[config.mk]
export PLATFORM = sky130hd
export DESIGN_NAME = serial_logic_unit
export DESIGN_NICKNAME = d
export VERILOG_FILES = /design/src/rtl/serial_logic_unit.sv
export SDC_FILE = /design/constraint.sdc
export NUM_CORES = 1
export LEC_CHECK = 0
export BUFFER_PORTS_ARGS = -buffer_cell sky130_fd_sc_hd__buf_2
export CAP_MARGIN = 20
export CELL_PAD_IN_SITES_DETAIL_PLACEMENT = 1
export CELL_PAD_IN_SITES_GLOBAL_PLACEMENT = 2
export CORE_ASPECT_RATIO = 1.25
export CORE_UTILIZATION = 38
export CTS_BUF_LIST = sky130_fd_sc_hd__clkbuf_4
export DETAILED_ROUTE_END_ITERATION = 8
export HOLD_SLACK_MARGIN = 0.03
export PLACE_DENSITY_LB_ADDON = 0.3
export SLEW_MARGIN = 40
export SYNTH_ARGS = -nofsm -noshare
export SYNTH_HDL_FRONTEND = slang
export SYNTH_SLANG_ARGS = --single-unit
export TNS_END_PERCENT = 30
[constraint.sdc]
create_clock -name clk -period 5.2 [get_ports clk]
set_input_delay 1.04 -clock clk [delete_from_list [all_inputs] [get_ports clk]]
set_output_delay 1.04 -clock clk [all_outputs]
set_load 0.02 [all_outputs]
[src/rtl/serial_logic_unit.sv]
// Iterative bitwise logic unit: evaluates AND/OR/NOR/XOR on CHUNK bits per cycle,
// low chunk first, behind valid/ready request and response handshakes.
module serial_logic_unit #(
    parameter int WIDTH = 32,
    parameter int CHUNK = 4
) (
    input  logic             clk,
    input  logic             rst_n,
    input  logic             inValid,
    output logic             inReady,
    input  logic [WIDTH-1:0] inA,
    input  logic [WIDTH-1:0] inB,
    input  logic [1:0]       inOp,
    output logic             outValid,
    input  logic             outReady,
    output logic [WIDTH-1:0] outC,
    output logic             outZero
);

    localparam int NCHUNK = WIDTH / CHUNK;
    localparam int CW     = (NCHUNK > 1) ? $clog2(NCHUNK) : 1;
    localparam logic [CW-1:0] LAST_CHUNK = CW'(NCHUNK - 1);

    typedef enum logic [1:0] {
        IDLE = 2'd0,
        BUSY = 2'd1,
        DONE = 2'd2
    } state_t;

    function automatic logic [CHUNK-1:0] chunk_op(
        input logic [1:0]       op,
        input logic [CHUNK-1:0] a,
        input logic [CHUNK-1:0] b
    );
        logic [CHUNK-1:0] r;
        case (op)
            2'b00:   r = a & b;
            2'b01:   r = a | b;
            2'b10:   r = ~(a | b);
            2'b11:   r = a ^ b;
            default: r = {CHUNK{1'b0}};
        endcase
        return r;
    endfunction

    state_t           state_q;
    logic [CW-1:0]    cnt_q;
    logic [WIDTH-1:0] a_q;
    logic [WIDTH-1:0] b_q;
    logic [1:0]       op_q;
    logic [WIDTH-1:0] res_q;
    logic [WIDTH-1:0] res_d;
    logic [WIDTH-1:0] out_c_q;
    logic             out_zero_q;

    // Working result with the chunk selected by the counter replaced by its new value.
    always_comb begin
        res_d = res_q;
        for (int k = 0; k < NCHUNK; k++) begin
            if (cnt_q == k[CW-1:0]) begin
                res_d[k*CHUNK +: CHUNK] = chunk_op(op_q, a_q[k*CHUNK +: CHUNK], b_q[k*CHUNK +: CHUNK]);
            end else begin
                res_d[k*CHUNK +: CHUNK] = res_q[k*CHUNK +: CHUNK];
            end
        end
    end

    // Control FSM and datapath registers; outC/outZero load only on the final chunk.
    always_ff @(posedge clk) begin
        if (!rst_n) begin
            state_q    <= IDLE;
            cnt_q      <= {CW{1'b0}};
            a_q        <= {WIDTH{1'b0}};
            b_q        <= {WIDTH{1'b0}};
            op_q       <= 2'b00;
            res_q      <= {WIDTH{1'b0}};
            out_c_q    <= {WIDTH{1'b0}};
            out_zero_q <= 1'b0;
        end else begin
            case (state_q)
                IDLE: begin
                    if (inValid) begin
                        a_q     <= inA;
                        b_q     <= inB;
                        op_q    <= inOp;
                        cnt_q   <= {CW{1'b0}};
                        res_q   <= {WIDTH{1'b0}};
                        state_q <= BUSY;
                    end
                end
                BUSY: begin
                    res_q <= res_d;
                    cnt_q <= cnt_q + 1'b1;
                    if (cnt_q == LAST_CHUNK) begin
                        out_c_q    <= res_d;
                        out_zero_q <= (res_d == {WIDTH{1'b0}});
                        cnt_q      <= {CW{1'b0}};
                        state_q    <= DONE;
                    end
                end
                DONE: begin
                    if (outReady) begin
                        state_q <= IDLE;
                    end
                end
                default: begin
                    state_q <= IDLE;
                end
            endcase
        end
    end

    assign inReady  = (state_q == IDLE);
    assign outValid = (state_q == DONE);
    assign outC     = out_c_q;
    assign outZero  = out_zero_q;

endmodule

==> results.sh <==
export IMPL_status="finished, final reports clean"
export IMPL_postCtsResizedCells=0
export IMPL_drtAntennaViolNets=0
export IMPL_grt_pass1_vias=6216
export IMPL_clockPowerShare=0.348
export IMPL_worstPathRequired_ps=5690
export IMPL_placed_area_um2=8420
export IMPL_fin_crit_ps=3060
export IMPL_ys_async_sr_fraction=0
export IMPL_syn_area_um2=7790
export IMPL_clkSlewWorstSetupHoldPaths_ps=120
export IMPL_start_util=0.388
export IMPL_synth_area_leader_cell="dfxtp_1"
export IMPL_cp_start_kind="flip-flop"
export IMPL_pwr_share_seq=0.513
export IMPL_synthCells=974
export IMPL_synth_edff_count=0
export IMPL_p_switching_mw=0.630
export IMPL_rows=58
export IMPL_yosysSeqAreaShare=0.347
export IMPL_cts_tree="built"
export IMPL_fin_util=0.434
export IMPL_grt_max_degree=76
export IMPL_leakage_nw=3.86
export IMPL_numPortBuffers=104
export IMPL_track_usage=0.198
export IMPL_crit_start="op_q[1]"
export IMPL_max_slew_margin=0.489
export IMPL_hold_viol=0
export IMPL_fin_worst_skew_ps=22.0
export IMPL_rsz0062_at_grt="no"
export IMPL_cap_violations=0
export IMPL_ys_seq_elements=135
export IMPL_nNetsFinal=1178
export IMPL_finalWirelength_um=19800
export IMPL_firstDrtPassIters=4
export IMPL_die_h_um=162
export IMPL_synth_avg_cell_area_um2=8.00
export IMPL_stdcell_area_um2=8720
export IMPL_netlist_top_cells_count="nand2_1, dfxtp_1, a21boi_0, inv_1, ha_1"
export IMPL_worstPathArrival_ps=3550
export IMPL_grt_pass1_wl_um=32500
export IMPL_worstHoldPathType="reg2reg"
export IMPL_io_pins=105
export IMPL_vias=6530
export IMPL_die_area_um2=21100
export IMPL_cp_end_kind="flip-flop"
export IMPL_crit_end="outZero"
export IMPL_n_fill_cell=2544
export IMPL_antenna_found_initial=1
export IMPL_min_period_over_period=0.589
export IMPL_rrSetupSlack_ps=2140
export IMPL_synthFlopType="dfxtp_1"
export IMPL_combPwrFrac=0.140
export IMPL_switching_share=0.291
export IMPL_die_w_um=130
export IMPL_synth_compound_area_frac=0.201
export IMPL_cts_sinks=135
export IMPL_yosysWarningCount=0
export IMPL_gp_congestion=0.803
export IMPL_synth_simple_area_share=0.220
export IMPL_pwr_density_cell_nw_per_um2=248
export IMPL_clock_path_buffers=2
export IMPL_p_int_mw=1.53
export IMPL_clock_latency_ps=550
export IMPL_path_class="reg2reg"
export IMPL_crit_fanout=51
export IMPL_synthDistinctLibCells=52
export IMPL_synth_area_leaders="dfxtp_1, ha_1, nand2_1, a21boi_0, inv_1"
export IMPL_holdBufCountCts=0
export IMPL_synth_mux_area_frac=0.0426
export IMPL_syn_to_final_growth_pct=11.9
export IMPL_r2r_end="outZero"
export IMPL_place_hpwl_um=14100
export IMPL_synth_top_area_frac=0.347
export IMPL_worstMarginPinSlew_ps=767
export IMPL_synth_top_family_by_area="simple AND/OR/NAND/NOR gates"
export IMPL_drive_gt1_frac=0.158
export IMPL_r2r_cells=8
export IMPL_drv_slew=0
export IMPL_avgViaCountPerCell=4.94
export IMPL_drc=0
export IMPL_synth_adder_area_share=0.112
export IMPL_cts_setup_buffers=0
export IMPL_irDropWorstVdd_v=0.000105
export IMPL_synth_xor_area_share=0
export IMPL_cts_root_buf="clkbuf_4"
export IMPL_cts_buffers=17
export IMPL_syn_nets=1114
export IMPL_ctsHtreeMaxLevel=4
export IMPL_setup_tns_ps=0
export IMPL_grt_overflow=0
export IMPL_fmax_ghz=0.326
export IMPL_routedWlPerCell_um=15.0
export IMPL_core_area_um2=20100
export IMPL_drt_iter0_drc=306
export IMPL_rr_startpoint="op_q[1]"
export IMPL_finalSetupViolCount=0
export IMPL_yosysMostFrequentCell="nand2_1"
==> flip-flops by register name, summed over array words and instances (netlist names) <==
signal,cells
op_q,2
state_q,2
outZero,1
outC,32
cnt_q,3
a_q,32
res_q,31
b_q,32
==> power groups by stage <==
stage	Sequential [mW]	Combinational [mW]	Clock [mW]
3_3_place_gp	1.13	0.299	0
3_5_place_dp	1.13	0.307	0
2_1_floorplan	1.11	0.229	0
5_1_grt	1.12	0.349	0.814
4_1_cts	1.11	0.309	0.781
6_report	1.11	0.302	0.752
==> per-stage QoR <==
stage | instances | power [mW] | setup slack, ps | hold WS, ps
finish | 1322 | 2.16 | 2140 | 475
global route | 1322 | 2.28 | 1830 | 509
CTS | 1321 | 2.20 | 2100 | 477
detailed placement | 1289 | 1.44 | 2140 | 461
global placement | 1289 | 1.43 | 1970 | 456
floorplan | 974 | 1.34 | 3050 | 444
==> routing by layer <==
metal  GRT usage  vias up  share of wire
li1            -     3364              -
met1       0.278     3034           0.51
met2       0.307      116           0.44
met3      0.0290       16          0.037
met4      0.0655        0          0.014
met5           0        -              0
==> final cells by class <==
| cell class | instances | area, µm² | area share |
|---|---|---|---|
| multi-input combinational | 692 | 4490 | 0.515 |
| sequential | 135 | 2710 | 0.311 |
| timing repair buffer | 113 | 591 | 0.0677 |
| tap | 270 | 338 | 0.0388 |
| inverter | 79 | 297 | 0.0340 |
| clock inverter | 13 | 154 | 0.0177 |
| clock buffer | 19 | 143 | 0.0164 |
| antenna | 1 | 2.50 | 0.000287 |
==> placed cells by master (no fill, tap or decap), types with 4 or more instances in the layout <==
| cell type | n |
|---|---|
| nand2b_1 | 9 |
| mux2_2 | 13 |
| dfxtp_1 | 133 |
| nor3_1 | 5 |
| nand4_1 | 4 |
| a31oi_1 | 5 |
| o211ai_1 | 5 |
| buf_2 | 103 |
| inv_1 | 79 |
| nand2_1 | 194 |
| nor3b_1 | 12 |
| o211a_1 | 13 |
| ha_1 | 70 |
| a21oi_1 | 14 |
| and2_1 | 20 |
| nand3_1 | 30 |
| clkbuf_4 | 19 |
| nor2b_1 | 43 |
| a211oi_1 | 14 |
| a21boi_0 | 91 |
| o21ai_0 | 55 |
| buf_4 | 10 |
| mux2i_1 | 17 |
| nor2_1 | 35 |
| a211o_1 | 6 |
==> how the worst min path moves through the flow <==
stage / from / to / slack, ps / cells after the start
4_1_cts: res_q[30] / res_q[30] / 480 / 2
6_report: res_q[30] / res_q[30] / 480 / 2
2_1_floorplan: res_q[30] / res_q[30] / 440 / 2
5_1_grt: outC[13] / outC[13] / 510 / 2
3_3_place_gp: outC[30] / outC[30] / 460 / 2
3_5_place_dp: res_q[30] / res_q[30] / 460 / 2
==> logic make-up after synthesis <==
kind of cell | Yosys count
buffers and inverters | 147
AO/OA/AOI/OAI | 223
AND/OR/NAND/NOR | 368
multiplexers | 31
adder cells (fa/ha/maj) | 70
flip-flops | 135
==> worst max-delay path: stages (launching register included) <==
cell	delay (ps)
dfxtp_4	700
buf_4	530
nor2b_1	100
a211o_1	290
a31oi_1	310
o2111a_1	260
nand4_1	120
or4_1	540
o21ai_1	130
(Power assumes the default switching activity.)
